===== src/rtl/font_rom_arbiter.sv =====
// Two-port font ROM arbiter: a high-priority renderer port (A) and a
// low-priority debug port (B) share one pipelined ROM. Port B gets a
// forced grant once it has waited MAX_WAIT cycles. Every accepted read
// returns to its owner LATENCY edges later, in acceptance order.
module font_rom_arbiter #(
  parameter int unsigned ADDR_W   = 7,
  parameter int unsigned DATA_W   = 4,
  parameter int unsigned LATENCY  = 2,
  parameter int unsigned MAX_WAIT = 8
) (
  input  logic              clk,
  input  logic              rst_n,
  // port A: video renderer, high priority
  input  logic              a_req,
  input  logic [ADDR_W-1:0] a_addr,
  output logic              a_gnt,
  output logic              a_valid,
  output logic [DATA_W-1:0] a_data,
  // port B: debug/test, low priority
  input  logic              b_req,
  input  logic [ADDR_W-1:0] b_addr,
  output logic              b_gnt,
  output logic              b_valid,
  output logic [DATA_W-1:0] b_data,
  // font ROM side
  output logic [ADDR_W-1:0] rom_addr,
  input  logic [DATA_W-1:0] rom_data,
  // starvation indicator for port B
  output logic              b_starved
);

  localparam int unsigned WAIT_W = 4;
  localparam logic [WAIT_W-1:0] WAIT_MAX = WAIT_W'(MAX_WAIT);

  typedef enum logic {
    PORT_A = 1'b0,
    PORT_B = 1'b1
  } port_e;

  typedef struct packed {
    logic  valid;
    port_e port;
  } tag_t;

  logic [WAIT_W-1:0] wait_q;
  logic [WAIT_W-1:0] wait_d;
  tag_t              tag_q [LATENCY];
  tag_t              tag_in;
  tag_t              tag_out;

  // Grant decision: A wins ties unless B has been starved; nothing granted in reset.
  always_comb begin
    a_gnt = 1'b0;
    b_gnt = 1'b0;
    if (rst_n) begin
      if (b_req && (b_starved || !a_req)) begin
        b_gnt = 1'b1;
      end else if (a_req) begin
        a_gnt = 1'b1;
      end
    end
  end

  // Next B wait count: saturating count of blocked B cycles, cleared otherwise.
  always_comb begin
    wait_d = '0;
    if (b_req && !b_gnt) begin
      wait_d = (wait_q == WAIT_MAX) ? wait_q : wait_q + WAIT_W'(1);
    end
  end

  // Tag describing this cycle's acceptance, and the tag whose data is due now.
  always_comb begin
    tag_in.valid = a_gnt | b_gnt;
    tag_in.port  = b_gnt ? PORT_B : PORT_A;
    tag_out      = tag_q[LATENCY-1];
  end

  // B wait counter and its registered starvation flag.
  always_ff @(posedge clk or negedge rst_n) begin
    if (!rst_n) begin
      wait_q    <= '0;
      b_starved <= 1'b0;
    end else begin
      wait_q    <= wait_d;
      b_starved <= (wait_d == WAIT_MAX);
    end
  end

  // ROM address register: loads the granted address, holds when idle.
  always_ff @(posedge clk or negedge rst_n) begin
    if (!rst_n) begin
      rom_addr <= '0;
    end else if (a_gnt) begin
      rom_addr <= a_addr;
    end else if (b_gnt) begin
      rom_addr <= b_addr;
    end
  end

  // Tag shift register tracking which port owns each in-flight read.
  always_ff @(posedge clk or negedge rst_n) begin
    if (!rst_n) begin
      for (int unsigned i = 0; i < LATENCY; i++) begin
        tag_q[i] <= '0;
      end
    end else begin
      tag_q[0] <= tag_in;
      for (int unsigned i = 1; i < LATENCY; i++) begin
        tag_q[i] <= tag_q[i-1];
      end
    end
  end

  // Return path: route ROM data to the owning port with a one-cycle valid.
  always_ff @(posedge clk or negedge rst_n) begin
    if (!rst_n) begin
      a_valid <= 1'b0;
      b_valid <= 1'b0;
      a_data  <= '0;
      b_data  <= '0;
    end else begin
      a_valid <= tag_out.valid && (tag_out.port == PORT_A);
      b_valid <= tag_out.valid && (tag_out.port == PORT_B);
      if (tag_out.valid && (tag_out.port == PORT_A)) begin
        a_data <= rom_data;
      end
      if (tag_out.valid && (tag_out.port == PORT_B)) begin
        b_data <= rom_data;
      end
    end
  end

endmodule


===== config.mk =====
export PLATFORM = sky130hd
export DESIGN_NAME = font_rom_arbiter
export DESIGN_NICKNAME = d
export VERILOG_FILES = /design/src/rtl/font_rom_arbiter.sv
export SDC_FILE = /design/constraint.sdc
export NUM_CORES = 1
export LEC_CHECK = 0
export BUFFER_PORTS_ARGS = -buffer_cell sky130_fd_sc_hd__buf_2
export CORE_MARGIN = 4
export CORE_UTILIZATION = 40
export CTS_CLUSTER_SIZE = 20
export DETAILED_ROUTE_END_ITERATION = 16
export PLACE_DENSITY_LB_ADDON = 0.2
export SYNTH_ARGS = -nofsm -noshare
export SYNTH_HDL_FRONTEND = slang
export SYNTH_SLANG_ARGS = --single-unit

===== constraint.sdc =====
create_clock -name clk -period 1.8 [get_ports clk]
set_input_delay 0.36 -clock clk [delete_from_list [all_inputs] [get_ports clk]]
set_output_delay 0.36 -clock clk [all_outputs]
set_load 0.005 [all_outputs]

==> impl_metrics.env <==
export IMPL_outcome="finished clean"
export IMPL_synthToLayoutAreaGrowth_pct=31.5
export IMPL_first_pass_iters=4
export IMPL_worstPathRequired_ns=1.44
export IMPL_dp_final_hpwl_um=1800
export IMPL_synth_fp_nets=104
export IMPL_grt_overflow_total=0
export IMPL_synth_cell_types=26
export IMPL_synth_most_common_cell="dfrtp_1"
export IMPL_synth_area_sq_mm=0.00107
export IMPL_cts_resized=0
export IMPL_seq_area_frac_synth_pct=61.0
export IMPL_dieArea_sq_mm=0.00356
export IMPL_wl_per_cell_um=14.0
export IMPL_critPathLaunchType="flip-flop"
export IMPL_crit_arrival_ns=1.27
export IMPL_clock_sinks=26
export IMPL_layoutNonFillerInstCount=160
export IMPL_rsz0062_at_grt="false"
export IMPL_critPathBufInv=1
export IMPL_slowest_stage="dfrtp_1"
export IMPL_finalSetupTns_ns=0
export IMPL_synth_seq_cells=26
export IMPL_grt_max_degree=16
export IMPL_grt_usage_pct=13.2
export IMPL_path_max_fanout=8
export IMPL_max_freq_mhz=613
export IMPL_synth_top_area_share_pct=61.0
export IMPL_endpoint_kind="primary output"
export IMPL_wirelength_um=2230
export IMPL_clock_latency_ns=0.31
export IMPL_path_delay_family="flip-flops"
export IMPL_cap_violations=0
export IMPL_grt_pass1_wl_um=3570
export IMPL_fin_area_sq_mm=0.00140
export IMPL_cts_tree="built"
export IMPL_synth_area_leaders="dfrtp_1 61%, mux2_2 8.4%, a221o_1 6.6%"
export IMPL_row_count=18
export IMPL_dp_cells=153
export IMPL_synthArstFlopShare_pct=100
export IMPL_cts_root_buf="clkbuf_4"
export IMPL_fin_crit_ns=1.63
export IMPL_start_util_pct=42.7
export IMPL_pin_count=42
export IMPL_gp_congestion=0.700
export IMPL_ant_nets=0
export IMPL_antenna_found_initial=0
export IMPL_vias=810
export IMPL_fin_crit_sh_pct=90.6
export IMPL_finalSetupViolCount=0
export IMPL_synth_area_leader_cell="dfrtp_1"
export IMPL_core_area_sq_mm=0.00250
export IMPL_synth_avg_cell_area_sq_um=13.3
export IMPL_numCtsBuffers=3
export IMPL_port_buffer_count=41
export IMPL_slew_headroom_pct=69.9
export IMPL_drc=0
export IMPL_clk_pin_slew_ns=0.14
export IMPL_cp_slowest_stage_delay_ns=0.44
export IMPL_synth_edff_count=0
export IMPL_yosysWarnings=0
export IMPL_powerDensity_mw_per_mm2=924
export IMPL_peakVddDrop_uv=481
export IMPL_utilization_pct=56.2
export IMPL_clock_path_buffers=2
export IMPL_h_tree_depth=1
export IMPL_syn_inst=80
export IMPL_die_width_um=59.7
export IMPL_hp_class="in2async"
export IMPL_p_leak_nw=0.723
export IMPL_die_height_um=59.7
export IMPL_layout_nets=155
export IMPL_worstSetupPathType="reg2out"
export IMPL_max_slew_worst_pin_slew_ns=0.448
export IMPL_drv_slew=0
export IMPL_clock_skew_ns=0.00814
export IMPL_dp_worst_setup_slack_ns=0.317
export IMPL_hold_violations=0
export IMPL_first_iter_violations=8
export IMPL_grt_pass1_vias=848
export IMPL_netlist_top_cells_count="26 x dfrtp_1, 8 x mux2_2, 7 x a221o_1, 7 x and2_1, 7 x inv_1"
export IMPL_diodes=0
export IMPL_ys_flop_type="dfrtp_1"
export IMPL_crit_chain="a21oi_2 -> buf_2"
export IMPL_dpl_cell_area_sq_mm=0.00132
export IMPL_worst_slack_ns=0.170
export IMPL_layout_drive_gt1_share_pct=46.2
export IMPL_vias_per_cell=5.06
per-stage QoR:
step | hold WS, ns | power [mW]
2_1_floorplan | 0.0644 | 0.794
3_3_place_gp | 0.188 | 0.909
3_5_place_dp | 0.193 | 0.920
4_1_cts | 0.0222 | 1.32
5_1_grt | 0.0294 | 1.37
6_report | 0.0219 | 1.30
cell usage in the layout, fill, tap and decap left out, drive strengths merged:
| master | netlist | final |
|---|---|---|
| buf | 1 | 44 |
| dfrtp | 26 | 26 |
| mux2 | 8 | 8 |
| inv | 7 | 7 |
| and2 | 7 | 7 |
| a221o | 7 | 7 |
| nor2 | 3 | 3 |
| clkbuf | 0 | 3 |
| dlygate4sd3 | 0 | 3 |
| nand2 | 2 | 2 |
| ha | 2 | 2 |
| nand2b | 2 | 2 |
| and3 | 2 | 2 |
| a21oi | 2 | 2 |
| a21bo | 1 | 1 |
| nor4bb | 1 | 1 |
| a31oi | 1 | 1 |
| nor3 | 1 | 1 |
| mux2i | 1 | 1 |
| nand3 | 1 | 1 |
| xor2 | 1 | 1 |
| o21ai | 1 | 1 |
| nor2b | 1 | 1 |
| a211oi | 1 | 1 |
| nor4 | 1 | 1 |
| bufinv | 0 | 1 |
final cells by class:
type,instances,area [sq um]
flip-flops and latches,26,651
well taps,30,37.5
inverters,7,26.3
fillers,210,1100
clock inverters,1,30.0
repair buffers,47,258
clock buffers,3,22.5
multi-input cells,46,379
flip-flops by register name (all words and copies together), names as in the netlist:
name,flops
b_valid,1
tag_q,2
rom_addr,7
a_data,4
b_data,4
b_starved,1
wait_q,4
a_valid,1
tag_out,2
repair_timing:
| item | in CTS | in global routing |
|---|---|---|
| buffers inserted | 0 | 0 |
| hold endpoints to repair | 3 | 0 |
| hold buffers | 3 | 0 |
final timing paths:
path / startpoint / to / slack [ns] / cells past startpoint
setup / recovery: b_starved$_DFF_PN0_ / a_gnt / 0.17 / 2
hold / removal: rst_n / tag_out[0]$_DFF_PN0_ / 0.02 / 2
setup reg to reg: wait_q[0]$_DFF_PN0_ / b_starved$_DFF_PN0_ / 0.35 / 5
hold reg to reg: tag_q[3]$_DFF_PN0_ / tag_out[1]$_DFF_PN0_ / 0.36 / 0
max in group asynchronous: rst_n / rom_addr[2]$_DFFE_PN0P_ / 1.02 / 3
min in group clk: a_addr[6] / rom_addr[6]$_DFFE_PN0P_ / 0.26 / 2
where the power goes:
group | internal (mW) | switching (mW) | total [mW] | leakage (nW)
clock | 0.225 | 0.165 | 0.390 | 0.0279
sequential | 0.650 | 0.0316 | 0.681 | 0.326
combinational | 0.129 | 0.0968 | 0.226 | 0.370
logic make-up after synthesis:
group | after synthesis | synth area share [%]
AOI/OAI and AO/OA | 13 | 10.6
and+or+nand+nor | 21 | 12.4
xor gates and xnor gates | 1 | 0.821
DFF | 26 | 61.0
buffers and inverters | 8 | 3.52
adders and majority gates | 2 | 2.34
muxes | 9 | 9.38
layer usage:
| layer | track usage, % | up-vias | wire [um] |
|---|---|---|---|
| li1 | - | 384 | - |
| met1 | 16.7 | 391 | 967 |
| met2 | 22.5 | 33 | 1060 |
| met3 | 3.02 | 2 | 195 |
| met4 | 3.80 | 0 | 10 |
| met5 | 0 | - | 0 |
(Power assumes the default switching activity.)
